**src/rtl/alu_pkg.sv**
```systemverilog
// alu_pkg: opcodes, FSM states and counter sizing shared by the alu_seq slice
package alu_pkg;
    localparam logic [3:0] ALU_AND   = 4'd0;
    localparam logic [3:0] ALU_OR    = 4'd1;
    localparam logic [3:0] ALU_ADD   = 4'd2;
    localparam logic [3:0] ALU_MULTU = 4'd3;
    localparam logic [3:0] ALU_DIVU  = 4'd4;
    localparam logic [3:0] ALU_SUB   = 4'd6;
    localparam logic [3:0] ALU_SLT   = 4'd7;
    localparam logic [3:0] ALU_SLTU  = 4'd8;
    localparam logic [3:0] ALU_MFHI  = 4'd10;
    localparam logic [3:0] ALU_MFLO  = 4'd11;
    localparam logic [3:0] ALU_NOR   = 4'd12;
    typedef enum logic {S_IDLE, S_BUSY} state_e;
    function automatic int cnt_w(input int w);
        return $clog2(w + 1);
    endfunction
endpackage

```
**src/rtl/alu_seq_if.sv**
```systemverilog
// alu_seq_if: request/result bundle between operand muxing, alu_seq and writeback
interface alu_seq_if #(parameter int WIDTH = 32);
    logic             in_valid;
    logic             in_ready;
    logic [3:0]       alu_ctl;
    logic [WIDTH-1:0] a;
    logic [WIDTH-1:0] b;
    logic             out_valid;
    logic [WIDTH-1:0] result;
    logic             zero;
    logic             overflow;
    logic [WIDTH-1:0] hi;
    logic [WIDTH-1:0] lo;
    modport master (output in_valid, alu_ctl, a, b,
                    input  in_ready, out_valid, result, zero, overflow, hi, lo);
    modport slave  (input  in_valid, alu_ctl, a, b,
                    output in_ready, out_valid, result, zero, overflow, hi, lo);
endinterface

```
**src/rtl/alu_muldiv_iter.sv**
```systemverilog
// alu_muldiv_iter: one-bit-per-cycle shift-add multiplier and restoring divider
module alu_muldiv_iter
    import alu_pkg::*;
#(
    parameter int WIDTH = 32
) (
    input  logic             clk,
    input  logic             rst_n,
    input  logic             start_i,
    input  logic             div_i,
    input  logic [WIDTH-1:0] a_i,
    input  logic [WIDTH-1:0] b_i,
    output logic             done_o,
    output logic [WIDTH-1:0] hi_o,
    output logic [WIDTH-1:0] lo_o
);
    localparam int CW = cnt_w(WIDTH);
    // acc holds {partial product, multiplier} or {remainder, dividend/quotient}
    logic [2*WIDTH-1:0] acc_q, acc_d, step;
    logic [WIDTH-1:0]   opnd_q, opnd_d;
    logic               div_q, div_d;
    logic [CW-1:0]      cnt_q, cnt_d;
    logic [WIDTH:0]     ms, sh, df;
    always_comb begin
        ms     = {1'b0, acc_q[2*WIDTH-1:WIDTH]} + (acc_q[0] ? {1'b0, opnd_q} : '0);
        sh     = {acc_q[2*WIDTH-1:WIDTH], acc_q[WIDTH-1]};
        df     = sh - {1'b0, opnd_q};
        step   = div_q ? {df[WIDTH] ? sh[WIDTH-1:0] : df[WIDTH-1:0], acc_q[WIDTH-2:0], ~df[WIDTH]}
                       : {ms, acc_q[WIDTH-1:1]};
        acc_d  = start_i ? {{WIDTH{1'b0}}, div_i ? a_i : b_i} : (cnt_q != '0 ? step : acc_q);
        opnd_d = start_i ? (div_i ? b_i : a_i) : opnd_q;
        div_d  = start_i ? div_i : div_q;
        cnt_d  = start_i ? CW'(WIDTH) : (cnt_q != '0 ? cnt_q - CW'(1) : cnt_q);
    end
    always_ff @(posedge clk or negedge rst_n) begin
        if (!rst_n) begin
            acc_q  <= '0;
            opnd_q <= '0;
            div_q  <= 1'b0;
            cnt_q  <= '0;
        end else begin
            acc_q  <= acc_d;
            opnd_q <= opnd_d;
            div_q  <= div_d;
            cnt_q  <= cnt_d;
        end
    end
    // the final iteration's result is handed out combinationally for the top to latch
    assign done_o = cnt_q == CW'(1);
    assign hi_o   = step[2*WIDTH-1:WIDTH];
    assign lo_o   = step[WIDTH-1:0];
endmodule

```
**src/rtl/alu_seq.sv**
```systemverilog
// alu_seq: registered single-cycle ALU with an iterative MULTU/DIVU engine feeding HI/LO
module alu_seq
    import alu_pkg::*;
#(
    parameter int WIDTH = 32
) (
    input logic        clk,
    input logic        rst_n,
    alu_seq_if.slave   bus
);
    state_e           state_q, state_d;
    logic [WIDTH-1:0] result_q, result_d, hi_q, hi_d, lo_q, lo_d;
    logic [WIDTH-1:0] sum, dif, res_c, md_hi, md_lo;
    logic             out_valid_q, out_valid_d, overflow_q, overflow_d;
    logic             ov_c, accept, is_iter, single, start, done, fin;
    logic [3:0]       ctl;
    assign ctl     = bus.alu_ctl;
    assign accept  = bus.in_valid & (state_q == S_IDLE);
    assign is_iter = ctl == ALU_MULTU || ctl == ALU_DIVU;
    assign start   = accept & is_iter;
    assign single  = accept & ~is_iter;
    assign fin     = (state_q == S_BUSY) & done;
    alu_muldiv_iter #(.WIDTH(WIDTH)) u_iter (
        .clk     (clk),
        .rst_n   (rst_n),
        .start_i (start),
        .div_i   (ctl == ALU_DIVU),
        .a_i     (bus.a),
        .b_i     (bus.b),
        .done_o  (done),
        .hi_o    (md_hi),
        .lo_o    (md_lo)
    );
    always_comb begin
        sum   = bus.a + bus.b;
        dif   = bus.a - bus.b;
        res_c = ctl == ALU_AND  ? bus.a & bus.b :
                ctl == ALU_OR   ? bus.a | bus.b :
                ctl == ALU_ADD  ? sum :
                ctl == ALU_SUB  ? dif :
                ctl == ALU_SLT  ? {{(WIDTH-1){1'b0}}, $signed(bus.a) < $signed(bus.b)} :
                ctl == ALU_SLTU ? {{(WIDTH-1){1'b0}}, bus.a < bus.b} :
                ctl == ALU_NOR  ? ~(bus.a | bus.b) :
                ctl == ALU_MFHI ? hi_q :
                ctl == ALU_MFLO ? lo_q : '0;
        ov_c  = ctl == ALU_ADD ? (bus.a[WIDTH-1] == bus.b[WIDTH-1]) & (sum[WIDTH-1] != bus.a[WIDTH-1]) :
                ctl == ALU_SUB ? (bus.a[WIDTH-1] != bus.b[WIDTH-1]) & (dif[WIDTH-1] != bus.a[WIDTH-1]) :
                1'b0;
        state_d     = state_q == S_IDLE ? (start ? S_BUSY : S_IDLE) : (done ? S_IDLE : S_BUSY);
        out_valid_d = single | fin;
        result_d    = single ? res_c : fin ? md_lo : result_q;
        overflow_d  = single ? ov_c : fin ? 1'b0 : overflow_q;
        hi_d        = fin ? md_hi : hi_q;
        lo_d        = fin ? md_lo : lo_q;
    end
    always_ff @(posedge clk or negedge rst_n) begin
        if (!rst_n) begin
            state_q     <= S_IDLE;
            result_q    <= '0;
            hi_q        <= '0;
            lo_q        <= '0;
            out_valid_q <= 1'b0;
            overflow_q  <= 1'b0;
        end else begin
            state_q     <= state_d;
            result_q    <= result_d;
            hi_q        <= hi_d;
            lo_q        <= lo_d;
            out_valid_q <= out_valid_d;
            overflow_q  <= overflow_d;
        end
    end
    assign bus.in_ready  = state_q == S_IDLE;
    assign bus.out_valid = out_valid_q;
    assign bus.result    = result_q;
    assign bus.zero      = result_q == '0;
    assign bus.overflow  = overflow_q;
    assign bus.hi        = hi_q;
    assign bus.lo        = lo_q;
endmodule

```
**src/flat_wrapper.sv**
```systemverilog
// flat-port wrapper written by rule: the top's interface ports become plain ports
module alu_seq_flat import alu_pkg::*;
#(
    parameter int WIDTH = 32
)
  (clk, rst_n, bus_in_valid, bus_alu_ctl, bus_a, bus_b, bus_in_ready, bus_out_valid, bus_result, bus_zero, bus_overflow, bus_hi, bus_lo);
  alu_seq_if #(.WIDTH(WIDTH)) bus_i ();
  input logic clk;
  input logic rst_n;
  input wire logic [$bits(bus_i.in_valid)-1:0] bus_in_valid;
  input wire logic [$bits(bus_i.alu_ctl)-1:0] bus_alu_ctl;
  input wire logic [$bits(bus_i.a)-1:0] bus_a;
  input wire logic [$bits(bus_i.b)-1:0] bus_b;
  output wire logic [$bits(bus_i.in_ready)-1:0] bus_in_ready;
  output wire logic [$bits(bus_i.out_valid)-1:0] bus_out_valid;
  output wire logic [$bits(bus_i.result)-1:0] bus_result;
  output wire logic [$bits(bus_i.zero)-1:0] bus_zero;
  output wire logic [$bits(bus_i.overflow)-1:0] bus_overflow;
  output wire logic [$bits(bus_i.hi)-1:0] bus_hi;
  output wire logic [$bits(bus_i.lo)-1:0] bus_lo;
  assign bus_i.in_valid = bus_in_valid;
  assign bus_i.alu_ctl = bus_alu_ctl;
  assign bus_i.a = bus_a;
  assign bus_i.b = bus_b;
  assign bus_in_ready = bus_i.in_ready;
  assign bus_out_valid = bus_i.out_valid;
  assign bus_result = bus_i.result;
  assign bus_zero = bus_i.zero;
  assign bus_overflow = bus_i.overflow;
  assign bus_hi = bus_i.hi;
  assign bus_lo = bus_i.lo;
  alu_seq #(.WIDTH(WIDTH)) u_core (.clk(clk), .rst_n(rst_n), .bus(bus_i));
endmodule
```
**config.mk**
```make
export PLATFORM = sky130hd
export DESIGN_NAME = alu_seq_flat
export DESIGN_NICKNAME = d
export VERILOG_FILES = /design/src/rtl/alu_pkg.sv /design/src/rtl/alu_seq_if.sv /design/src/rtl/alu_muldiv_iter.sv /design/src/rtl/alu_seq.sv /design/src/flat_wrapper.sv
export SDC_FILE = /design/constraint.sdc
export NUM_CORES = 1
export LEC_CHECK = 0
export BUFFER_PORTS_ARGS = -buffer_cell sky130_fd_sc_hd__clkbuf_2
export CAP_MARGIN = 0
export CORE_MARGIN = 2
export CORE_UTILIZATION = 44
export DETAILED_ROUTE_END_ITERATION = 16
export PLACE_DENSITY = 0.73
export SLEW_MARGIN = 20
export SYNTH_ARGS = -nofsm -noshare
export SYNTH_HDL_FRONTEND = slang
export SYNTH_SLANG_ARGS = --single-unit
```
**constraint.sdc**
```tcl
create_clock -name clk -period 9.8 [get_ports clk]
set_input_delay 0.49 -clock clk [delete_from_list [all_inputs] [get_ports clk]]
set_output_delay 0.49 -clock clk [all_outputs]
set_load 0.01 [all_outputs]
```
==> run metrics <==
FMAX=approximately 0.24 GHz; Remaining DRCs=0; peak supply drop=0.229 mV; biggest area consumer among synthesized cells=dfrtp_1; Worst EP required=~10 ns; WS Path Type=register to register; r2r setup slk=5.56 ns; most frequent cells in the layout=nand2_1 (250), o21ai_0 (218), dfrtp_1 (201); Setup crit end kind=register; FF-to-FF End=u_core.bus.hi[30]$_DFFE_PN0P_; CP Launch Type=register; Gate power share=60.7%; layout cells sized above 1=11.8%; Synth-to-Final Area Change=11.3%; final slew viol count=0; Synth Area in Simple Gates=~16%; antenna-violating nets left=0; Total GRT Usage=29.9%; FF-to-FF path depth=13; pin count of the biggest net entering global routing=92; most common cell after layout, fill and taps aside=nand2_1; total core area=41000 um^2; wirelength, routed=67000 um; via count=18.6k; Clock Sinks=202; TritonCTS clock tree=done; Placed Instances=2893; slowest CP cell=dfrtp_1; synthesized area per cell=7.97 um^2; Longest Clk Path Bufs=3; routability congestion estimate=0.978; hold path depth=3; DRT iter0 DRCs=2030; die area=approximately 43000 um^2; Post-synth EDFFs=0; #FFs+latches synth=202; synthesized area=18400 um^2; I/O Pins=roughly 170; Die Width=around 210 um; leading register cell type out of synthesis=dfrtp_1; unrepaired setup endpoints after global routing=no; Flop pwr share=25.9%; switching share of power=50.0%; Yosys cell types=87; CP cell instances=nand2_1 > inv_1 > ha_1 > a211oi_1 > o211ai_1 > a221oi_2 > nor4_1 > nor3_1 > o21ai_0 > a31oi_1 > xnor2_1 > mux2i_1 > a21oi_1; mux share of post-synthesis cell area=5.99%; CTS resizes=0; Post-CTS Setup Inserts=0; critical path's largest stage delay=1.03 ns; die span in y=between 200 and 250 um; Avg WL per Cell=between 20 and 25 um; Starting Density=44.9%; Min-Delay Endpoint=u_core.u_iter.acc_q[5]$_DFFE_PN0P_; area share of the largest cell type after synthesis=27.5%; synthesized instance count=2310; compound-cell area share of the yosys netlist=29.2%; Synthesized Nets=between 2k and 3k; main combinational cell family by area after synthesis=compound AO/OA/AOI/OAI gates; final std cells w/o fill=between 2k and 3k; Sw Pwr=3650 uW; fill cell count=approximately 3.9k; hold_sp=bus_b[5]; Final nets=2626; vias in the first global route=17.6k; Synth Warn #=0; antenna violations before repair=5; largest cells by area after synthesis=dfrtp_1 (27%), ha_1 (11%), o21ai_0 (5.9%); clk_skew=approximately 0.013 ns; Congestion Overflow GR=0; number of max-cap violations=0; Setup violations, final=0; Hold Crit Class=input pin to register; clock share of power=approximately 13%; Final TNS setup=0 ns; CTS Buf Count=24; clk slew on worst S/H paths=0.06 ns; crit-path max FO=34; H-tree lvl count=1; hold buffers post-CTS=1; Vias/cell=6.33; adder-cell share of the synthesized area=between 10% and 20%; run status=completed; Worst EP arrival=4.63 ns; Tcrit/Tclk final=43.3%; Port Buffer Count=170; Clock Latency Late Sink=around 0.55 ns; P per Cell Area=between 300 and 400 nW/um^2; Clock Root Buffer=clkbuf_16; leakage power=0.00941 uW; max_slew headroom=30.5%; hold violation count in the final report=0; min cycle time layout=4.24 ns; Tightest Pin Transition=1.04 ns; Internal Power=approximately 3700 uW; Critical R2R Launch=u_core.u_iter.acc_q[0]$_DFFE_PN0P_; register area share after synthesis=between 20% and 30%; first-pass GRT wire length=a little over 100000 um; Pre-antenna DRT Iters=6; Final HPWL DP=49100 um; Synth async-reset ratio=100%; XOR/XNOR share of the synthesized area=3.43%; Std-Cell Rows=74
-- layout make-up --
cell class / count / area (um^2) / share of cell area (%)
Antenna cell: 2 / 5.00 / 0.0244
Clock buffer: 34 / 719 / 3.51
Clock inverter: 9 / 126 / 0.617
Inverter: 159 / 597 / 2.91
Multi-Input combinational cell: 1804 / 12200 / 59.6
Sequential cell: 202 / 5060 / 24.7
Tap cell: 532 / 666 / 3.25
Timing Repair Buffer: 198 / 1090 / 5.34
-- cells by family (layout without fill, tap and decap cells) --
logic type | count (synthesis) | after routing
multiplexers | 109 | 109
flip-flops | 202 | 202
AO/OA/AOI/OAI | 819 | 819
buffers and inverters | 304 | 400
AND/OR/NAND/NOR | 638 | 638
adder cells (fa/ha/maj) | 166 | 166
other | 0 | 2
XOR/XNOR | 72 | 72
-- metal layers --
metal,share of wire [%],track usage (%)
met3,9.3,5.09
met4,4.2,11.9
met2,44,46.8
met1,43,41.0
met5,0.064,0
-- synth_stat cells (all sizes together) (6+ instances only) --
master,instances
nor4,18
a22oi,14
a21boi,8
a21oi,181
mux2,6
a2111oi,12
nand2b,21
a22o,10
a211oi,26
buf,32
xnor2,51
a221o,13
a21o,56
a221oi,20
nand4,18
clkbuf,113
and3,16
o21a,35
o21bai,16
nor2b,15
and2,39
dfrtp,202
a222oi,11
mux2i,103
o21ai,233
o22ai,7
or3,9
o31ai,24
o221ai,10
nand3,44
inv,159
nor3,29
a31oi,26
nor2,157
a211o,9
o211ai,54
ha,162
nand2,252
xor2,21
-- worst max-delay path by stage --
stage                                       startpoint                             to  slack (ns)  cells past startpoint
CTS                 u_core.u_iter.acc_q[0]$_DFFE_PN0P_  u_core.bus.hi[30]$_DFFE_PN0P_        5.56                     13
finish              u_core.u_iter.acc_q[0]$_DFFE_PN0P_  u_core.bus.hi[30]$_DFFE_PN0P_        5.56                     13
global placement    u_core.u_iter.acc_q[0]$_DFFE_PN0P_  u_core.bus.hi[30]$_DFFE_PN0P_        5.62                     13
detailed placement  u_core.u_iter.acc_q[0]$_DFFE_PN0P_  u_core.bus.hi[30]$_DFFE_PN0P_        5.55                     13
floorplan           u_core.u_iter.acc_q[0]$_DFFE_PN0P_  u_core.bus.hi[29]$_DFFE_PN0P_        6.61                     15
global route        u_core.u_iter.acc_q[0]$_DFFE_PN0P_  u_core.bus.hi[30]$_DFFE_PN0P_        5.20                     13
-- power by group through the flow --
| stage | logic [uW] | registers [uW] | clock network, uW |
|---|---|---|---|
| floorplan | 3240 | 1630 | 0 |
| detailed placement | 4330 | 1870 | 0 |
| finish | 4430 | 1890 | 979 |
| CTS | 4370 | 1860 | 985 |
| global placement | 4230 | 1860 | 0 |
| global route | 4880 | 1920 | 1010 |
-- worst max-delay path: cells and delay by family (launching register included) --
kind                       cells  cell delay, ns
AOI/OAI and AO/OA              6            1.57
DFF                            1            1.03
and+or+nand+nor                3            0.87
adders and majority gates      1            0.25
muxes                          1            0.17
buffers and inverters          1            0.11
xor gates and xnor gates       1            0.08
-- sequential cells by signal, summed over array words and instances (netlist names), 6 cells and up --
register	cells
u_core.bus.hi	32
u_core.bus.lo	32
u_core.bus.result	32
u_core.u_iter.acc_q	64
u_core.u_iter.cnt_q	6
u_core.u_iter.opnd_q	32
-- through the flow --
step | worst slack [ns] | util [%] | power (uW) | hold WS (ns) | area (um^2)
finish | 5.56 | 49.9 | 7300 | 0.287 | 20500
global route | 5.20 | 49.9 | 7820 | 0.327 | 20500
CTS | 5.56 | 49.8 | 7210 | 0.273 | 20400
detailed placement | 5.55 | 47.8 | 6190 | 0.486 | 19600
global placement | 5.62 | 47.8 | 6090 | 0.477 | 19600
floorplan | 6.61 | - | 4870 | 0.194 | 18400
Power figures use the tool's default switching activity.
